**config.mk**
```make
export PLATFORM = sky130hd
export DESIGN_NAME = uart_tx_arbiter_flat
export DESIGN_NICKNAME = d
export VERILOG_FILES = /design/src/rtl/uart_arb_pkg.sv /design/src/rtl/uart_tx_arbiter_if.sv /design/src/rtl/uart_rr_arbiter.sv /design/src/rtl/uart_tx_arbiter.sv /design/src/flat_wrapper.sv
export SDC_FILE = /design/constraint.sdc
export NUM_CORES = 1
export LEC_CHECK = 0
export CAP_MARGIN = 20
export CORE_ASPECT_RATIO = 1.5
export CORE_MARGIN = 2
export CORE_UTILIZATION = 51
export CTS_CLUSTER_DIAMETER = 60
export CTS_CLUSTER_SIZE = 40
export DETAILED_ROUTE_END_ITERATION = 10
export HOLD_SLACK_MARGIN = 0.02
export PLACE_DENSITY_LB_ADDON = 0.12
export RECOVER_POWER = 25
export SYNTH_ARGS = -nofsm -noshare
export SYNTH_HDL_FRONTEND = slang
export SYNTH_SLANG_ARGS = --single-unit
```
**constraint.sdc**
```tcl
create_clock -name clk -period 4.91 [get_ports clk]
set_input_delay 0.982 -clock clk [delete_from_list [all_inputs] [get_ports clk]]
set_output_delay 0.982 -clock clk [all_outputs]
set_load 0.005 [all_outputs]
```
**src/rtl/uart_arb_pkg.sv**
```systemverilog
// Shared types and helpers for the UART transmit arbiter and its round-robin picker.
package uart_arb_pkg;

    typedef enum logic [1:0] {
        IDLE = 2'd0,
        SEND = 2'd1,
        GAP  = 2'd2
    } state_t;

    localparam int DEFAULT_DATA_W = 8;

    // Widest requester set the picker supports; narrower sets are zero-extended.
    localparam int MAX_REQ   = 8;
    localparam int MAX_IDX_W = 3;

    typedef struct packed {
        logic        found;
        logic [31:0] idx;
    } pick_t;

    // Round-robin search: first set bit of valid starting just after last,
    // wrapping modulo num. found is clear when no bit in [0, num) is set.
    function automatic pick_t rr_pick(input logic [MAX_REQ-1:0]   valid,
                                      input logic [MAX_IDX_W-1:0] last,
                                      input int                   num);
        pick_t res;
        int    cand;
        res.found = 1'b0;
        res.idx   = '0;
        for (int k = 1; k <= MAX_REQ; k++) begin
            cand = (int'(last) + k) % num;
            if (k <= num && !res.found && valid[cand]) begin
                res.found = 1'b1;
                res.idx   = 32'(cand);
            end
        end
        return res;
    endfunction

endpackage

```
**src/rtl/uart_tx_arbiter_if.sv**
```systemverilog
// Bundle of requester handshake, transmitter drive and status signals of the arbiter.
interface uart_tx_arbiter_if #(
    parameter int NUM_REQ = 4,
    parameter int DATA_W  = uart_arb_pkg::DEFAULT_DATA_W
) ();
    localparam int IDX_W = $clog2(NUM_REQ);

    logic [NUM_REQ-1:0]        req_valid;
    logic [NUM_REQ*DATA_W-1:0] req_data;
    logic [NUM_REQ-1:0]        req_ready;
    logic [DATA_W-1:0]         tx_data;
    logic                      tx_en;
    logic                      tx_done;
    logic [IDX_W-1:0]          grant_id;
    logic                      busy;
    logic                      timeout_err;

    // Arbiter side.
    modport slave (
        input  req_valid, req_data, tx_done,
        output req_ready, tx_data, tx_en, grant_id, busy, timeout_err
    );

    // Producers plus transmitter side.
    modport master (
        output req_valid, req_data, tx_done,
        input  req_ready, tx_data, tx_en, grant_id, busy, timeout_err
    );
endinterface

```
**src/rtl/uart_rr_arbiter.sv**
```systemverilog
// Combinational round-robin picker: one-hot grant and index of the next valid requester.
module uart_rr_arbiter
    import uart_arb_pkg::*;
#(
    parameter int NUM_REQ = 4,
    parameter int IDX_W   = $clog2(NUM_REQ)
) (
    input  logic [NUM_REQ-1:0] valid,
    input  logic [IDX_W-1:0]   last_grant,
    output logic [NUM_REQ-1:0] grant,
    output logic [IDX_W-1:0]   index,
    output logic               found
);
    pick_t pick;

    // Search from last_grant+1 with wrap; grant is empty when nothing is valid.
    always_comb begin
        pick  = rr_pick(MAX_REQ'(valid), MAX_IDX_W'(last_grant), NUM_REQ);
        found = pick.found;
        index = IDX_W'(pick.idx % NUM_REQ);
        grant = '0;
        if (pick.found) begin
            grant = NUM_REQ'(1) << index;
        end
    end
endmodule

```
**src/rtl/uart_tx_arbiter.sv**
```systemverilog
// Round-robin sharing of one UART transmitter among byte producers, with
// inter-frame gap enforcement and a watchdog on a transmitter that never completes.
module uart_tx_arbiter
    import uart_arb_pkg::*;
#(
    parameter int NUM_REQ        = 4,
    parameter int DATA_W         = DEFAULT_DATA_W,
    parameter int GAP_CYCLES     = 16,
    parameter int TIMEOUT_CYCLES = 65535
) (
    input  logic               clk,
    input  logic               rst,
    uart_tx_arbiter_if.slave   bus
);
    localparam int IDX_W = $clog2(NUM_REQ);
    localparam int WD_W  = $clog2(TIMEOUT_CYCLES + 1);
    localparam int GAP_W = $clog2(GAP_CYCLES + 1);

    state_t             state;
    state_t             state_next;
    logic [IDX_W-1:0]   last_grant;
    logic [IDX_W-1:0]   grant_id;
    logic [DATA_W-1:0]  tx_data;
    logic [WD_W-1:0]    wd_cnt;
    logic [GAP_W-1:0]   gap_cnt;
    logic               done_q;
    logic               done_rise;
    logic               timeout_hit;
    logic               gap_done;
    logic               accept;
    logic               timeout_err;
    logic [NUM_REQ-1:0] req_ready;
    logic [NUM_REQ-1:0] rr_grant;
    logic [IDX_W-1:0]   rr_index;
    logic               rr_found;

    uart_rr_arbiter #(
        .NUM_REQ (NUM_REQ),
        .IDX_W   (IDX_W)
    ) u_rr (
        .valid      (bus.req_valid),
        .last_grant (last_grant),
        .grant      (rr_grant),
        .index      (rr_index),
        .found      (rr_found)
    );

    // tx_done is a level that can stay high, so completion is its rising edge.
    assign done_rise   = bus.tx_done & ~done_q;
    assign timeout_hit = (wd_cnt == WD_W'(TIMEOUT_CYCLES - 1));
    // The gap only elapses on cycles where the transmitter has released done.
    assign gap_done    = ~bus.tx_done && (gap_cnt == GAP_W'(GAP_CYCLES - 1));

    // State register.
    always_ff @(posedge clk) begin
        if (rst) begin
            state <= IDLE;
        end else begin
            state <= state_next;
        end
    end

    // Next state and the combinational accept handshake.
    always_comb begin
        state_next = state;
        accept     = 1'b0;
        req_ready  = '0;
        case (state)
            IDLE: begin
                if (!rst && rr_found) begin
                    req_ready  = rr_grant;
                    accept     = 1'b1;
                    state_next = SEND;
                end
            end
            SEND: begin
                if (done_rise || timeout_hit) begin
                    state_next = GAP;
                end
            end
            GAP: begin
                if (gap_done) begin
                    state_next = IDLE;
                end
            end
            default: state_next = IDLE;
        endcase
    end

    // Byte latch, grant bookkeeping, counters, done edge detect and error pulse.
    always_ff @(posedge clk) begin
        if (rst) begin
            tx_data     <= '0;
            grant_id    <= '0;
            last_grant  <= IDX_W'(NUM_REQ - 1);
            wd_cnt      <= '0;
            gap_cnt     <= '0;
            done_q      <= 1'b0;
            timeout_err <= 1'b0;
        end else begin
            done_q      <= bus.tx_done;
            // Done wins over a coinciding watchdog expiry.
            timeout_err <= (state == SEND) && timeout_hit && !done_rise;
            case (state)
                IDLE: begin
                    if (accept) begin
                        tx_data    <= bus.req_data[rr_index*DATA_W +: DATA_W];
                        grant_id   <= rr_index;
                        last_grant <= rr_index;
                        wd_cnt     <= '0;
                    end
                end
                SEND: begin
                    wd_cnt <= wd_cnt + 1'b1;
                    if (done_rise || timeout_hit) begin
                        gap_cnt <= '0;
                    end
                end
                GAP: begin
                    if (!bus.tx_done && !gap_done) begin
                        gap_cnt <= gap_cnt + 1'b1;
                    end
                end
                default: ;
            endcase
        end
    end

    assign bus.req_ready   = req_ready;
    assign bus.tx_data     = tx_data;
    assign bus.tx_en       = (state == SEND);
    assign bus.grant_id    = grant_id;
    assign bus.busy        = (state != IDLE);
    assign bus.timeout_err = timeout_err;

endmodule

```
**src/flat_wrapper.sv**
```systemverilog
// flat-port wrapper written by rule: the top's interface ports become plain ports
module uart_tx_arbiter_flat import uart_arb_pkg::*;
#(
    parameter int NUM_REQ        = 4,
    parameter int DATA_W         = DEFAULT_DATA_W,
    parameter int GAP_CYCLES     = 16,
    parameter int TIMEOUT_CYCLES = 65535
)
  (clk, rst, bus_req_valid, bus_req_data, bus_tx_done, bus_req_ready, bus_tx_data, bus_tx_en, bus_grant_id, bus_busy, bus_timeout_err);
  uart_tx_arbiter_if #(.NUM_REQ(NUM_REQ), .DATA_W(DATA_W)) bus_i ();
  input  logic clk;
  input  logic rst;
  input wire logic [$bits(bus_i.req_valid)-1:0] bus_req_valid;
  input wire logic [$bits(bus_i.req_data)-1:0] bus_req_data;
  input wire logic [$bits(bus_i.tx_done)-1:0] bus_tx_done;
  output wire logic [$bits(bus_i.req_ready)-1:0] bus_req_ready;
  output wire logic [$bits(bus_i.tx_data)-1:0] bus_tx_data;
  output wire logic [$bits(bus_i.tx_en)-1:0] bus_tx_en;
  output wire logic [$bits(bus_i.grant_id)-1:0] bus_grant_id;
  output wire logic [$bits(bus_i.busy)-1:0] bus_busy;
  output wire logic [$bits(bus_i.timeout_err)-1:0] bus_timeout_err;
  assign bus_i.req_valid = bus_req_valid;
  assign bus_i.req_data = bus_req_data;
  assign bus_i.tx_done = bus_tx_done;
  assign bus_req_ready = bus_i.req_ready;
  assign bus_tx_data = bus_i.tx_data;
  assign bus_tx_en = bus_i.tx_en;
  assign bus_grant_id = bus_i.grant_id;
  assign bus_busy = bus_i.busy;
  assign bus_timeout_err = bus_i.timeout_err;
  uart_tx_arbiter #(.NUM_REQ(NUM_REQ), .DATA_W(DATA_W), .GAP_CYCLES(GAP_CYCLES), .TIMEOUT_CYCLES(TIMEOUT_CYCLES)) u_core (.clk(clk), .rst(rst), .bus(bus_i));
endmodule
```
Yosys cells after proc, flatten, opt, wreduce, memory -nomap -nowiden
Index checks and enable logic that the tools add are counted.
Widths: inputs -> output; s select.
Cells by class
  add/sub/neg operators: 6
  order comparisons: 4
  equality and inequality tests: 9
  shifts and indexed selects: 2
  muxes and demuxes: 30
  bitwise gates (word level): 7
  reductions and logical operators: 28
Operators with widths (number)
  $mux 33: 4
  $pmux 16 s2: 1
  $shiftx 32x6->8: 1
  $lt 3x5->1 const B: 4
  $add 16x1->16 const B: 1
  $eq 16x16->1 const B: 1
  $mux 16: 1
  $bmux 1 s3: 4
  $mux 4: 3
  $mux 1: 10
  $mux 5: 2
  $ne 2x1->1 const B: 5
  $pmux 5 s2: 1
  $logic_and 1x1->1: 8
  $reduce_or 2->1: 4
  $logic_not 1->1: 7
  $mux 2: 3
  $pmux 2 s3: 1
  $reduce_and 3->1: 2
  $reduce_bool 2->1: 3
  $add 5x1->5 const B: 1
  $eq 5x4->1 const B: 1
  $add 2x1->2 const B: 2
  $add 2x2->2 const B: 2
  other kinds (9): 14
Storage, ports and cells
  flip-flop bits (word level): 37

Depth between registers and ports, before layout
Gate-level depths: netlist (run 1).
  depth in word-level cells: 21
  mapped depth: 7
  gate-level depth less buffers: 7

Cells and area by module
Synthesis (run 1) repeated with hierarchy kept, for this count alone.
Second synthesis, totals
  cells, all modules: 248
  area total of the unflattened synthesis: 2227.1 um^2
By module, submodules not included
  uart_tx_arbiter: instances 1, cells an instance 214, area each 2004.4 um^2
  uart_rr_arbiter: instances 1, cells an instance 34, area each 222.7 um^2

Least setup slack after synthesis (run 1)
No wires, ideal clock.
  path type: in2out
  from: input port bus_req_valid[0]
  to: output port bus_req_ready[3]
  arrival: 1.944 ns
  data required time: 3.928 ns
  path slack: 1.984 ns
  cell stages on the path: 5
  cells stage by stage: a21o_1 -> a31o_1 -> or3_1 -> buf_2 -> nor2b_1
Between the ends
  cells in the longest elaborated chain, start to end: 17
  elaborated cells between the ends (all ways): 27
  those cells by class: 1 x shift; 19 x mux; 7 x reduce/logical
Ends and longest elaborated chain
  start, declared: line flat_wrapper.sv:13  | input wire logic [$bits(bus_i.req_valid)-1:0] bus_req_valid;
  $bmux 1 s3: line uart_arb_pkg.sv:32  | if (k <= num && !res.found && valid[cand]) begin
  $mux 1 (implied by the code) (2 in series): line uart_arb_pkg.sv:32
  $mux 33: line uart_arb_pkg.sv:32
  $logic_not 1->1: line uart_arb_pkg.sv:32
  $logic_and 1x1->1: line uart_arb_pkg.sv:32
  $mux 33: line uart_arb_pkg.sv:32
  $logic_not 1->1: line uart_arb_pkg.sv:32
  $logic_and 1x1->1: line uart_arb_pkg.sv:32
  $mux 33: line uart_arb_pkg.sv:32
  $logic_not 1->1: line uart_arb_pkg.sv:32
  $logic_and 1x1->1: line uart_arb_pkg.sv:32
  $mux 33 (*): line uart_arb_pkg.sv:32
  $shl 1x2->4: line uart_rr_arbiter.sv:23  | grant = NUM_REQ'(1) << index;
  $mux 4: line uart_rr_arbiter.sv:22  | if (pick.found) begin
  $mux 4 (*): line uart_tx_arbiter.sv:70  | if (!rst && rr_found) begin
  $mux 4 (*): line uart_tx_arbiter.sv:68  | case (state)
  end, declared: line flat_wrapper.sv:16  | output wire logic [$bits(bus_i.req_ready)-1:0] bus_req_ready;
Every way passes the cells marked *; elsewhere a longest branch is shown, timed or not. The select of a mux whose other input is x is not followed.

Final worst setup path (run 1)
Same ends and word-level chain as after synthesis.

==> flow_metrics.tcl, run 1 <==
set metrics [dict create \
    synth_area_leaders "dfxtp_1, nor2_1, mux2i_1" \
    antenna_left 0 \
    multi_input_area_um2 1154 \
    hp-class "reg2reg" \
    r2r_start "u_core.last_grant[1]$_SDFFE_PP1P_" \
    floorplan.initialDensity 0.5365 \
    core_area_um2 3682 \
    syn_area_um2 1976 \
    root_buffer "clkbuf_8" \
    synth_area_per_cell_um2 8.407 \
    cts_resized 0 \
    postSynthCellCount 235 \
    regArea_um2 740.7 \
    cts_tree "yes" \
    drv_cap 0 \
    cts_htree_levels 2 \
    grt_start_max_net_pins 19 \
    cts_max_path_buffers 2 \
    synth_ff_type "dfxtp_1" \
    synth-seq-cells 37 \
    dieArea_um2 4398 \
    cpMaxStageDelayCell "dlygate4sd3_1" \
    cp_max_fo 17 \
    rr_worst_depth 5 \
    ys_types 49 \
    yosysSeqAreaShare 0.3749 \
    numCtsBuffers 5 \
    synth_edf_count 0 \
    critPathKind "in2out" \
    drive_above_1_share 0.04861 \
    peakVddDrop_uv 261.8 \
    status "complete, no violations" \
    setup_tns_ns 0 \
    nFillCells 315 \
    startpoint_type "input port" \
    cp_data_required_time_ns 3.93 \
    drc 0 \
    place_hpwl_mm 3.509 \
    rrSetupSlack_ns 2.57 \
    max_stage_delay_ns 0.64 \
    use_met2 0.3964 \
    num_rows 27 \
    ys_top_cells_by_count "dfxtp_1, nor2_1, a21oi_1" \
    diodes 0 \
    placed_cell_area_um2 2532 \
    numPortBuffers 55 \
    finalCritPeriodShare 0.8660 \
    slew-limit-headroom 0.5219 \
    rsz0062_at_grt "false" \
    dr.pass1.iters 4 \
    reg2reg_to "u_core.bus.tx_data[5]$_SDFFE_PP0P_" \
    grt_antenna_before_repair 0 \
    avgViaCountPerCell 5.659 \
    num_io_pins 56 \
    p_leak_nw 1.049 \
    die_x_um 54.82 \
    final_nets 330 \
    drt_iter0_drc 57 \
    cts_setup_buffers 0 \
    area_growth_pct 34.07 \
    overflow 0 \
    setup_viol 0 \
    clock_latency_ns 0.28 \
    ctsHoldBuffers 0 \
    die_h_um 80.23 \
    dp_slack_ns 0.7060 \
    endpoint "bus_req_ready[3]" \
    num_vias 1873 \
    period_needed_ns 4.252 \
    power_density_nw_per_um2 299.8 \
    synth_top_area_cell "dfxtp_1" \
    endpoint_kind "output pin" \
    crit_path_cell_trace "dlygate4sd3_1 > nor2_1 > a21o_1 > or3_1 > nor2b_1 > clkdlybuf4s50_1" \
    finalHoldViolCount 0 \
    worst_pin_slew_ns 0.7163 \
    postRouteWirelength_mm 4.639 \
    syn_nets 278 \
    grt.met3_usage 0.03903 \
    finalWorstSetupSlack_ns 0.6582 \
    cts_sinks 37 \
    crit_arrival_ns 3.27 \
    wl_per_cell_um 14.02 \
    clk_pin_slew_ns 0.06 \
    fin_skew_ns 0.009556 \
    top_usage_layer "met2" \
    synth_warnings 0 \
    p_total_mw 0.7942 \
    track_usage 0.2228 \
    gp_congestion 0.7853 \
    grt_pass1_vias 1705 \
    met1_usage 0.2532 \
    ys_async_sr_fraction 0 \
    synth_top_area_frac 0.3749 \
    grt_pass1_wl_mm 7.355 \
    drv_slew 0 \
    startpoint "bus_req_valid[0]" \
    design_area_um2 2649 \
    timing.fmax_mhz 235.2 \
]
-- power by group --
part / internal (mW) / switching [mW]
combinational: 0.101 / 0.0907
sequential: 0.321 / 0.0152
clock: 0.166 / 0.101
total: 0.587 / 0.207
-- layer usage --
| layer | routed length, um | vias to the layer above |
|---|---|---|
| li1 | - | 960 |
| met1 | 1921 | 851 |
| met2 | 2300 | 57 |
| met3 | 357 | 5 |
| met4 | 59 | 0 |
| met5 | 0 | - |
-- cells by family after synthesis --
| kind of cell | count (synthesis) | synth area share |
|---|---|---|
| buf+inv | 18 | 0.04117 |
| mux | 15 | 0.08043 |
| compound gates | 56 | 0.1951 |
| xor+xnor | 7 | 0.03103 |
| simple gates | 98 | 0.2521 |
| flops | 37 | 0.3749 |
| fa+ha+maj | 4 | 0.02533 |
-- state kept, by name (all words and copies together), names as in the netlist --
register,flops
u_core.bus.grant_id,2
u_core.state,2
u_core.bus.tx_data,8
u_core.wd_cnt,16
u_core.done_q,1
u_core.bus.timeout_err,1
u_core.last_grant,2
u_core.gap_cnt,5
-- layout by cell type (no fill, tap or decap), types with 4 or more instances in the layout --
cell             netlist  routed
a21oi_1               14      14
nand3_1               11      11
a31oi_1                4       4
ha_1                   4       4
dfxtp_1               37      37
nand3b_1               7       7
nand2_1               12      12
o221ai_1               4       4
inv_1                  6       6
nor2_1                37      37
mux2i_1               11      11
dlygate4sd3_1          0      12
nor3_1                 4       4
a311oi_1               6       6
clkbuf_8               0       6
and3_1                 7       7
xor2_1                 5       5
o21ai_0                7       7
clkdlybuf4s50_1        0      43
-- worst max-delay path, delay by kind of cell --
kind / cells / cell delay [ns]
buf+inv: 2 / 1.14
simple gates: 3 / 0.79
compound gates: 1 / 0.35
-- stage by stage --
step,utilization,hold slack [ns],cells
6_report,0.7193,0.4803,331
5_1_grt,0.7193,0.5098,331
4_1_cts,0.7193,0.4777,331
3_5_place_dp,0.6877,0.4675,323
3_3_place_gp,0.6877,0.4598,323
2_1_floorplan,-,0.4294,235
-- final cells by class --
| cell class | instances | share of cell area |
|---|---|---|
| inverter | 7 | 0.009920 |
| clock inverter | 1 | 0.01134 |
| timing repair buffer | 56 | 0.2107 |
| multi-input combinational | 180 | 0.4355 |
| clock buffer | 7 | 0.03259 |
| tap | 43 | 0.02031 |
| sequential | 37 | 0.2796 |
-- worst min path at each step --
stage                                        from  depth (start not counted)                                 end  slack, ns
3_3_place_gp        u_core.wd_cnt[5]$_SDFFE_PP0P_                          1       u_core.wd_cnt[5]$_SDFFE_PP0P_       0.46
5_1_grt        u_core.bus.tx_data[4]$_SDFFE_PP0P_                          1  u_core.bus.tx_data[4]$_SDFFE_PP0P_       0.51
2_1_floorplan       u_core.wd_cnt[5]$_SDFFE_PP0P_                          1       u_core.wd_cnt[5]$_SDFFE_PP0P_       0.43
4_1_cts             u_core.wd_cnt[8]$_SDFFE_PP0P_                          1       u_core.wd_cnt[8]$_SDFFE_PP0P_       0.48
6_report            u_core.wd_cnt[5]$_SDFFE_PP0P_                          1       u_core.wd_cnt[5]$_SDFFE_PP0P_       0.48
3_5_place_dp        u_core.wd_cnt[8]$_SDFFE_PP0P_                          1       u_core.wd_cnt[8]$_SDFFE_PP0P_       0.47
No activity file was read; power rests on OpenSTA's default activity.
==> run 2, diff against run 1 <==
- REMOVE_ABC_BUFFERS: not set -> 1
- TNS_END_PERCENT: not set -> 10
==> run 2 against run 1 <==
Effect of this change: core utilization decreased by 0.92 points; die area unchanged; largest cell class unchanged; register-to-register slack about the same; maximum frequency increased by 2.1%; sequential share of layout area increased by 0.36 points; critical path depth unchanged; count of clock-buffer cells in the layout unchanged; global-route usage increased by 1.8 points; routed wire length increased by 1.9%; clock skew decreased by 0.0024 ns; combinational power about the same.
==> flow_metrics.tcl, run 2 (synthesis results as in run 1) <==
set metrics [dict create \
    overflow 0 \
    crit_arrival_ns 3.18 \
    grt_pass1_wl_mm 7.893 \
    postRouteWirelength_mm 4.728 \
    p_comb_frac 0.259 \
    peakVddDrop_uv 250.8 \
    diodes 0 \
    grt_antenna_before_repair 0 \
    slew-limit-headroom 0.2981 \
    place_hpwl_mm 3.597 \
    period_needed_ns 4.164 \
    critPathKind "in2out" \
    fin_skew_ns 0.007127 \
    setup_tns_ns 0 \
    pwr-share-clk 0.287 \
    final_nets 330 \
    p_sw_mw 0.2065 \
    clk_pin_slew_ns 0.06 \
    power_density_nw_per_um2 282.7 \
    largest_reg_flops 16 \
    stdcell_count 330 \
    drv_slew 0 \
    drive_above_1_share 0.04181 \
    regMostFlops "u_core.wd_cnt" \
    root_buffer "clkbuf_8" \
    num_io_pins 56 \
    track_usage 0.2405 \
    num_vias 1900 \
    power.internal_mw 0.5328 \
    cp_data_required_time_ns 3.93 \
    die_x_um 54.82 \
    area_growth_pct 32.36 \
    num_rows 27 \
    avgViaCountPerCell 5.758 \
    p_leak_nw 1.030 \
    core_area_um2 3682 \
    cts_tree "yes" \
    reg.largest.list "u_core.wd_cnt x16, u_core.bus.tx_data x8, u_core.gap_cnt x5" \
    endpoint_kind "output pin" \
    grt_pass1_vias 1908 \
    antenna_left 0 \
    clock_latency_ns 0.29 \
    p_sw_frac 0.2793 \
    cts_max_path_buffers 2 \
    wl_per_cell_um 14.33 \
    finalHoldViolCount 0 \
    drc 0 \
    cts_resized 0 \
    dr.pass1.iters 4 \
    floorplan.initialDensity 0.5365 \
    drv_cap 0 \
    final_common_cell "clkdlybuf4s50_1" \
    gp_congestion 0.8169 \
    setup_viol 0 \
    cts_sinks 37 \
    worst_pin_slew_ns 1.053 \
    drt_iter0_drc 41 \
    timing.fmax_mhz 240.1 \
    cts_htree_levels 2 \
    status "complete, no violations" \
    rrSetupSlack_ns 2.58 \
    ctsHoldBuffers 0 \
    seqPwrFrac 0.455 \
    numPortBuffers 55 \
    cp_max_fo 17 \
    dieArea_um2 4398 \
    cts_setup_buffers 0 \
    placed_cells 323 \
    die_h_um 80.23 \
    numCtsBuffers 5 \
    startpoint_type "input port" \
    rsz0062_at_grt "false" \
    final_cell_mix "clkdlybuf4s50_1, nor2_1, dfxtp_1" \
    finalCritPeriodShare 0.8482 \
    hp-class "reg2reg" \
    grt_start_max_net_pins 29 \
]
[run 2: cell types whose count changed in the layout (fill, tap and decap cells not counted)]
| cell | previous run | this run |
|---|---|---|
| buf_4 | 1 | 0 |
| bufinv_16 | 1 | 0 |
| clkbuf_1 | 1 | 2 |
| clkdlybuf4s50_1 | 43 | 45 |
| dlygate4sd3_1 | 12 | 10 |
[run 2: final timing paths]
check / to / startpoint / depth (start not counted)
max: bus_req_ready[3] / bus_req_valid[0] / 6
min: u_core.wd_cnt[5]$_SDFFE_PP0P_ / u_core.wd_cnt[5]$_SDFFE_PP0P_ / 1
max reg2reg: u_core.bus.tx_data[5]$_SDFFE_PP0P_ / u_core.last_grant[1]$_SDFFE_PP1P_ / 5
min reg2reg: u_core.wd_cnt[5]$_SDFFE_PP0P_ / u_core.wd_cnt[5]$_SDFFE_PP0P_ / 1
[run 2: area by class of cell]
type	instances	area (um2)
clock buffer	7	86.33
fill	319	1067
inverter	7	26.28
multi-input combinational	180	1154
sequential	37	740.7
tap	43	53.80
timing repair buffer	56	554.3
[run 2: through the flow]
stage	power [mW]	cell area, um2	util	worst slack, ns	hold slack (ns)
floorplan	0.4412	1921	-	1.982	0.4243
global placement	0.5381	2532	0.6877	0.7851	0.4561
global route	0.7800	2615	0.7102	0.6172	0.4979
detailed placement	0.5399	2532	0.6877	0.7510	0.4566
finish	0.7393	2615	0.7102	0.7455	0.4717
CTS	0.7531	2619	0.7112	0.7497	0.4721
[run 2: layer usage]
| metal | vias up | share of wire | track usage | wire length [um] |
|---|---|---|---|---|
| met4 | 0 | 0.023 | 0.1225 | 110 |
| met2 | 61 | 0.50 | 0.4274 | 2358 |
| li1 | 955 | - | - | - |
| met3 | 11 | 0.077 | 0.04647 | 365 |
| met1 | 873 | 0.40 | 0.2526 | 1893 |
| met5 | - | 0 | 0 | 0 |
[run 2: critical path, stage by stage]
cell	delay (ns)
clkdlybuf4s50_1	0.56
nor2_1	0.09
a21o_1	0.36
or3_1	0.53
nor2b_1	0.15
clkdlybuf4s50_1	0.50
[run 2: power groups by stage]
stage	clock (mW)	combinational [mW]	sequential (mW)
4_1_cts	0.219	0.198	0.336
3_5_place_dp	0	0.197	0.343
5_1_grt	0.227	0.213	0.339
3_3_place_gp	0	0.195	0.343
2_1_floorplan	0	0.0993	0.342
6_report	0.212	0.191	0.336
